File: src/rtl/mem_pkg.sv
// Shared memory-access encodings and the load-extend helper used by the arbiter and the LSU.
package mem_pkg;

   localparam int unsigned DATA_W = 32;

   localparam logic [2:0] RD_NONE = 3'b000;
   localparam logic [2:0] RD_LB   = 3'b001;
   localparam logic [2:0] RD_LBU  = 3'b010;
   localparam logic [2:0] RD_LH   = 3'b011;
   localparam logic [2:0] RD_LHU  = 3'b100;
   localparam logic [2:0] RD_LW   = 3'b101;

   localparam logic [1:0] WR_NONE = 2'b00;
   localparam logic [1:0] WR_SB   = 2'b01;
   localparam logic [1:0] WR_SH   = 2'b10;
   localparam logic [1:0] WR_SW   = 2'b11;

   typedef enum logic [1:0] {
      OWN_NONE = 2'd0,
      OWN_IF   = 2'd1,
      OWN_DM   = 2'd2
   } resp_owner_e;

   function automatic logic rd_is_load(input logic [2:0] rd);
      return (rd >= RD_LB) && (rd <= RD_LW);
   endfunction

   // Alignment check; the store size wins when both controls are set (that case errors anyway).
   function automatic logic is_misaligned(input logic [2:0] rd, input logic [1:0] wr,
                                          input logic [1:0] lane);
      logic half, word;
      half = (wr == WR_SH) || (wr == WR_NONE && (rd == RD_LH || rd == RD_LHU));
      word = (wr == WR_SW) || (wr == WR_NONE && rd == RD_LW);
      return (half && lane[0]) || (word && (lane != 2'b00));
   endfunction

   function automatic logic [DATA_W-1:0] load_extend(input logic [2:0] rd, input logic [1:0] lane,
                                                     input logic [DATA_W-1:0] word);
      logic [7:0]        b;
      logic [15:0]       h;
      logic [DATA_W-1:0] res;
      case (lane)
         2'd0:    b = word[7:0];
         2'd1:    b = word[15:8];
         2'd2:    b = word[23:16];
         default: b = word[31:24];
      endcase
      h = lane[1] ? word[31:16] : word[15:0];
      case (rd)
         RD_LB:   res = {{24{b[7]}}, b};
         RD_LBU:  res = {24'd0, b};
         RD_LH:   res = {{16{h[15]}}, h};
         RD_LHU:  res = {16'd0, h};
         RD_LW:   res = word;
         default: res = '0;
      endcase
      return res;
   endfunction

endpackage

File: src/rtl/mem_lane_align.sv
// Byte-lane steering: store write enables and lane replication, plus load lane select and extension.
module mem_lane_align
   import mem_pkg::*;
(
   input  logic [1:0]        wr_ctrl_i,
   input  logic [1:0]        st_lane_i,
   input  logic [DATA_W-1:0] din_i,
   input  logic [2:0]        rd_ctrl_i,
   input  logic [1:0]        ld_lane_i,
   input  logic [DATA_W-1:0] rdata_i,
   output logic [3:0]        we_o,
   output logic [DATA_W-1:0] wdata_o,
   output logic [DATA_W-1:0] rdata_o
);

   always_comb begin
      we_o    = 4'b0000;
      wdata_o = '0;
      case (wr_ctrl_i)
         WR_SB: begin
            we_o    = 4'b0001 << st_lane_i;
            wdata_o = {4{din_i[7:0]}};
         end
         WR_SH: begin
            we_o    = 4'b0011 << {st_lane_i[1], 1'b0};
            wdata_o = {2{din_i[15:0]}};
         end
         WR_SW: begin
            we_o    = 4'b1111;
            wdata_o = din_i;
         end
         default: ;
      endcase
   end

   assign rdata_o = load_extend(rd_ctrl_i, ld_lane_i, rdata_i);

endmodule

File: src/rtl/mem_port_arbiter.sv
// Arbitrates the single memory port between instruction fetch and the load/store unit,
// with data priority, an anti-starvation counter for fetch, and a one-cycle response path.
module mem_port_arbiter
   import mem_pkg::*;
#(
   parameter int unsigned ADDR_W     = 32,
   parameter int unsigned MEM_BYTES  = 16384,
   parameter int unsigned STARVE_MAX = 4
) (
   input  logic              clk,
   input  logic              rst_n,
   input  logic              if_req,
   input  logic [ADDR_W-1:0] if_addr,
   output logic              if_gnt,
   output logic              if_rvalid,
   output logic [31:0]       if_rdata,
   output logic              if_err,
   input  logic              dm_req,
   input  logic [2:0]        dm_rd_ctrl,
   input  logic [1:0]        dm_wr_ctrl,
   input  logic [ADDR_W-1:0] dm_addr,
   input  logic [31:0]       dm_din,
   output logic              dm_gnt,
   output logic              dm_rvalid,
   output logic [31:0]       dm_dout,
   output logic              dm_err,
   output logic              mem_en,
   output logic [3:0]        mem_we,
   output logic [ADDR_W-1:0] mem_addr,
   output logic [31:0]       mem_wdata,
   input  logic [31:0]       mem_rdata
);

   localparam int unsigned CNT_W = $clog2(STARVE_MAX + 1);

   resp_owner_e      owner_q, owner_d;
   logic [CNT_W-1:0] starve_q, starve_d;
   logic             err_q, err_d;
   logic [1:0]       lane_q, lane_d;
   logic [2:0]       rd_ctrl_q, rd_ctrl_d;

   logic        if_win, if_bad, dm_is_rd, dm_is_wr, dm_bad, dm_access;
   logic [3:0]  st_we;
   logic [31:0] st_wdata, ld_data;

   // Request qualification; bad requests are still granted but never reach memory.
   always_comb begin
      dm_is_rd  = rd_is_load(dm_rd_ctrl);
      dm_is_wr  = (dm_wr_ctrl != WR_NONE);
      dm_access = dm_is_rd || dm_is_wr;
      if_bad    = (if_addr[1:0] != 2'b00) || (if_addr >= ADDR_W'(MEM_BYTES));
      dm_bad    = ((dm_rd_ctrl != RD_NONE) && dm_is_wr)
                  || is_misaligned(dm_rd_ctrl, dm_wr_ctrl, dm_addr[1:0])
                  || (dm_access && (dm_addr >= ADDR_W'(MEM_BYTES)));
   end

   // Grants are combinational and forced low while reset is asserted.
   always_comb begin
      if_win = if_req && (!dm_req || (starve_q == CNT_W'(STARVE_MAX)));
      if_gnt = rst_n && if_win;
      dm_gnt = rst_n && dm_req && !if_win;
   end

   mem_lane_align u_lane (
      .wr_ctrl_i (dm_wr_ctrl),
      .st_lane_i (dm_addr[1:0]),
      .din_i     (dm_din),
      .rd_ctrl_i (rd_ctrl_q),
      .ld_lane_i (lane_q),
      .rdata_i   (mem_rdata),
      .we_o      (st_we),
      .wdata_o   (st_wdata),
      .rdata_o   (ld_data)
   );

   always_comb begin
      mem_en    = (if_gnt && !if_bad) || (dm_gnt && !dm_bad && dm_access);
      mem_we    = (dm_gnt && !dm_bad) ? st_we : 4'b0000;
      mem_wdata = (mem_we != 4'b0000) ? st_wdata : 32'd0;
      mem_addr  = '0;
      if (mem_en) begin
         mem_addr = if_gnt ? {if_addr[ADDR_W-1:2], 2'b00} : {dm_addr[ADDR_W-1:2], 2'b00};
      end
   end

   always_ff @(posedge clk or negedge rst_n) begin
      if (!rst_n) begin
         owner_q   <= OWN_NONE;
         starve_q  <= '0;
         err_q     <= 1'b0;
         lane_q    <= 2'b00;
         rd_ctrl_q <= RD_NONE;
      end else begin
         owner_q   <= owner_d;
         starve_q  <= starve_d;
         err_q     <= err_d;
         lane_q    <= lane_d;
         rd_ctrl_q <= rd_ctrl_d;
      end
   end

   // Next response owner and starvation count.
   always_comb begin
      owner_d   = OWN_NONE;
      starve_d  = starve_q;
      err_d     = 1'b0;
      lane_d    = 2'b00;
      rd_ctrl_d = RD_NONE;
      if (!if_req || if_gnt) begin
         starve_d = '0;
      end else if (dm_gnt && (starve_q != CNT_W'(STARVE_MAX))) begin
         starve_d = starve_q + CNT_W'(1);
      end
      if (if_gnt) begin
         owner_d = OWN_IF;
         err_d   = if_bad;
      end else if (dm_gnt) begin
         owner_d   = OWN_DM;
         err_d     = dm_bad;
         lane_d    = dm_addr[1:0];
         rd_ctrl_d = (dm_is_rd && !dm_bad) ? dm_rd_ctrl : RD_NONE;
      end
   end

   // Responses: data is zeroed on error and for stores / no-ops.
   always_comb begin
      if_rvalid = (owner_q == OWN_IF);
      if_err    = if_rvalid && err_q;
      if_rdata  = (if_rvalid && !err_q) ? mem_rdata : 32'd0;
      dm_rvalid = (owner_q == OWN_DM);
      dm_err    = dm_rvalid && err_q;
      dm_dout   = (dm_rvalid && !err_q) ? ld_data : 32'd0;
   end

endmodule

File: config.mk
export PLATFORM = sky130hd
export DESIGN_NAME = mem_port_arbiter
export DESIGN_NICKNAME = d
export VERILOG_FILES = /design/src/rtl/mem_pkg.sv /design/src/rtl/mem_lane_align.sv /design/src/rtl/mem_port_arbiter.sv
export SDC_FILE = /design/constraint.sdc
export NUM_CORES = 1
export LEC_CHECK = 0
export CAP_MARGIN = 20
export CORE_AREA = 5 5 104 106
export DETAILED_ROUTE_END_ITERATION = 12
export DIE_AREA = 0 0 109 111
export PLACE_DENSITY = 0.77
export SETUP_SLACK_MARGIN = 0.1
export SYNTH_ARGS = -nofsm -noshare
export SYNTH_HDL_FRONTEND = slang
export SYNTH_SLANG_ARGS = --single-unit
File: constraint.sdc
create_clock -name clk -period 2.9 [get_ports clk]
set_input_delay 0.58 -clock clk [delete_from_list [all_inputs] [get_ports clk]]
set_output_delay 0.58 -clock clk [all_outputs]
set_load 0.01 [all_outputs]
==> qor.yml <==
run_status:
  run_status: "complete, no violations"
final_layout:
  fin_area_um2: 6290
  final_common_cell: "clkdlybuf4s50_1"
  final_util: 0.649
  synthToLayoutAreaGrowth_pct: 143
  final_cell_mix: "clkdlybuf4s50_1 (139), buf_4 (73), nand2_1 (64)"
  n_antenna_cell: 0
  nets: 861
  drive_gt1_frac: 0.408
  fillers: 819
synthesis:
  ys_ff_latch: 11
  synthCells: 391
  synth_area_um2: 2590
  seq_area_frac_synth: 0.106
  avgSynthCellArea_um2: 6.62
  synthArstFlopShare: 1.00
  synth_edf_count: 0
  yosysWarnings: 0
  synthFlopType: "dfrtp_1"
  yosysUniqueCellTypes: 42
global_route:
  met2_usage: 0.436
  use_met3: 0.0466
  grt_max_degree: 33
  grt.busiest_layer: "met2"
  grt_use_met1: 0.216
  grt_pass1_vias: 4400
  grt-ovfl-total: 0
  track_usage: 0.221
  antenna_found_initial: 0
  grt_pass1_wl_um: 21700
placement:
  post_dp_cell_area_um2: 5670
  hpwl_um: 11500
  routabilityCongestion: 0.874
  portBuffers: 255
critical_path:
  cp_data_required_time_ps: 2320
  max_stage_delay_ps: 400
  critPathLaunchType: "input port"
  crit_type: "input port to primary output"
  path_cells: "buf_8, and3b_1, o311a_4, nor4_4, buf_6, buf_6, nand2_8, buf_6, buf_12, a21oi_4, buf_6"
  cp_common_cell: "buf_6"
  cp_max_fo: 6
  crit_arrival_ps: 2310
  crit_slowest_cell: "o311a_4"
  crit_path_end_kind: "primary output"
clocking:
  clkSlewWorstSetupHoldPaths_ps: 50
  h-tree-depth: 1
  clkLatencyLatePin_ps: 240
  cts_tree: "yes"
  clock-sinks: 11
  cts_buffers: 3
  hold_buffers: 0
  cts_buffer_depth: 2
  cts_root_buffer: "clkbuf_8"
die:
  dieArea_um2: 12100
  start_util: 0.267
  coreArea_um2: 9680
  die_h_um: 111
  row_count: 36
  die_w_um: 109
  io_pins: 276
route:
  firstDrtPassIters: 5
  avgViaCountPerCell: 5.05
  drc: 0
  antenna_left: 0
  drt_wl_total_um: 15000
  wl_per_cell_um: 17.6
  drt_iter0_markers: 161
  vias: 4311
sta:
  hold_violations: 0
  max_freq_ghz: 0.346
  period_share: 0.998
  period_needed_ps: 2890
  slew_headroom: 0.552
  slew_violations: 0
  setup_viol_count_final: 0
  skew_ps: 2.63
  fin_setup_tns_ps: 0
  worst_slew_pin_slew_ps: 670
  rsz0062_at_grt: "yes"
  hold_ws_ps: 489
power_and_ir_drop:
  ir_drop_mv: 0.0957
  p_per_area_nw_per_um2: 128
  power.leakage_nw: 2.65
flow_run:
  max_cap_violations: 0
hold_path:
  hp-class: "input port to async pin"
metrics by stage:
step | power [W] | setup slack (ps) | std cells
2_1_floorplan | 0.000318 | 213 | 410
4_1_cts | 0.000791 | -67.9 | 847
6_report | 0.000808 | 7.18 | 854
5_1_grt | 0.000849 | -62.0 | 854
3_3_place_gp | 0.000604 | -765 | 819
3_5_place_dp | 0.000614 | -782 | 819
state kept, by name, indices dropped and copies added, names as in the netlist:
signal / flops
rd_ctrl_q: 3
starve_q: 3
err_q: 1
owner_q: 2
lane_q: 2
logic make-up after synthesis:
group           count (synthesis)  share of synthesized area
simple gates                  191                      0.384
compound gates                101                      0.231
buf+inv                        58                      0.117
mux                            26                      0.147
flops                          11                      0.106
fa+ha+maj                       2                    0.00966
other cells                     1                    0.00145
xor+xnor                        1                    0.00338
critical path: cells and delay by family:
family	cells	cell delay [ps]
and+or+nand+nor	3	420
buffers and inverters	6	770
AOI/OAI and AO/OA	2	530
metal layers:
layer | vias up | wire length [um] | share of wire
li1 | 2034 | - | -
met1 | 1994 | 5190 | 0.35
met2 | 245 | 8040 | 0.54
met3 | 38 | 1320 | 0.088
met4 | 0 | 463 | 0.031
met5 | - | 0 | 0
cells in the mapped netlist, types with 9 or more instances:
cell / instances / area share
nand4_1: 13 / 0.031
mux2_2: 17 / 0.074
and2_1: 38 / 0.092
nand3_1: 10 / 0.019
clkbuf_1: 20 / 0.029
buf_4: 20 / 0.058
and3_1: 9 / 0.022
a21oi_1: 68 / 0.13
nand2_1: 66 / 0.096
dfrtp_1: 11 / 0.11
nor2_1: 25 / 0.036
report_power, final:
group	total (W)	internal, W	leakage (nW)	switching, W
Sequential	0.000162	0.000158	0.149	0.00000327
Clock	0.000152	0.0000943	0.0255	0.0000579
Combinational	0.000494	0.000295	2.48	0.000199
what timing repair did:
| item | in CTS | in global routing |
|---|---|---|
| pin swaps | 45 | 26 |
| endpoints found under the hold margin | 0 | 0 |
| setup buffers | 17 | 9 |
| resized for setup | 453 | 63 |
| cloned | 7 | 0 |
| setup endpoints to repair | 83 | 54 |
path summary, 6_finish.rpt:
path	from	to	slack (ps)	cells past startpoint
setup / recovery	dm_rd_ctrl[1]	mem_wdata[27]	7	11
min in group clk	dm_rd_ctrl[2]	rd_ctrl_q[1]	620	3
hold / removal	rst_n	lane_q[0]	490	3
max in group asynchronous	rst_n	rd_ctrl_q[1]	2250	3
hold reg to reg	starve_q[2]	starve_q[2]	660	2
setup reg to reg	starve_q[1]	rd_ctrl_q[1]	830	11
cell type report:
type | instances | area, um^2 | share of cell area
flip-flops and latches | 11 | 275 | 0.0438
well taps | 133 | 166 | 0.0265
multi-input cells | 341 | 2500 | 0.397
repair buffers | 357 | 3270 | 0.521
clock buffers | 3 | 41.3 | 0.00657
inverters | 8 | 30.0 | 0.00478
clock inverters | 1 | 5.00 | 0.000796
Power figures use the tool's default switching activity.
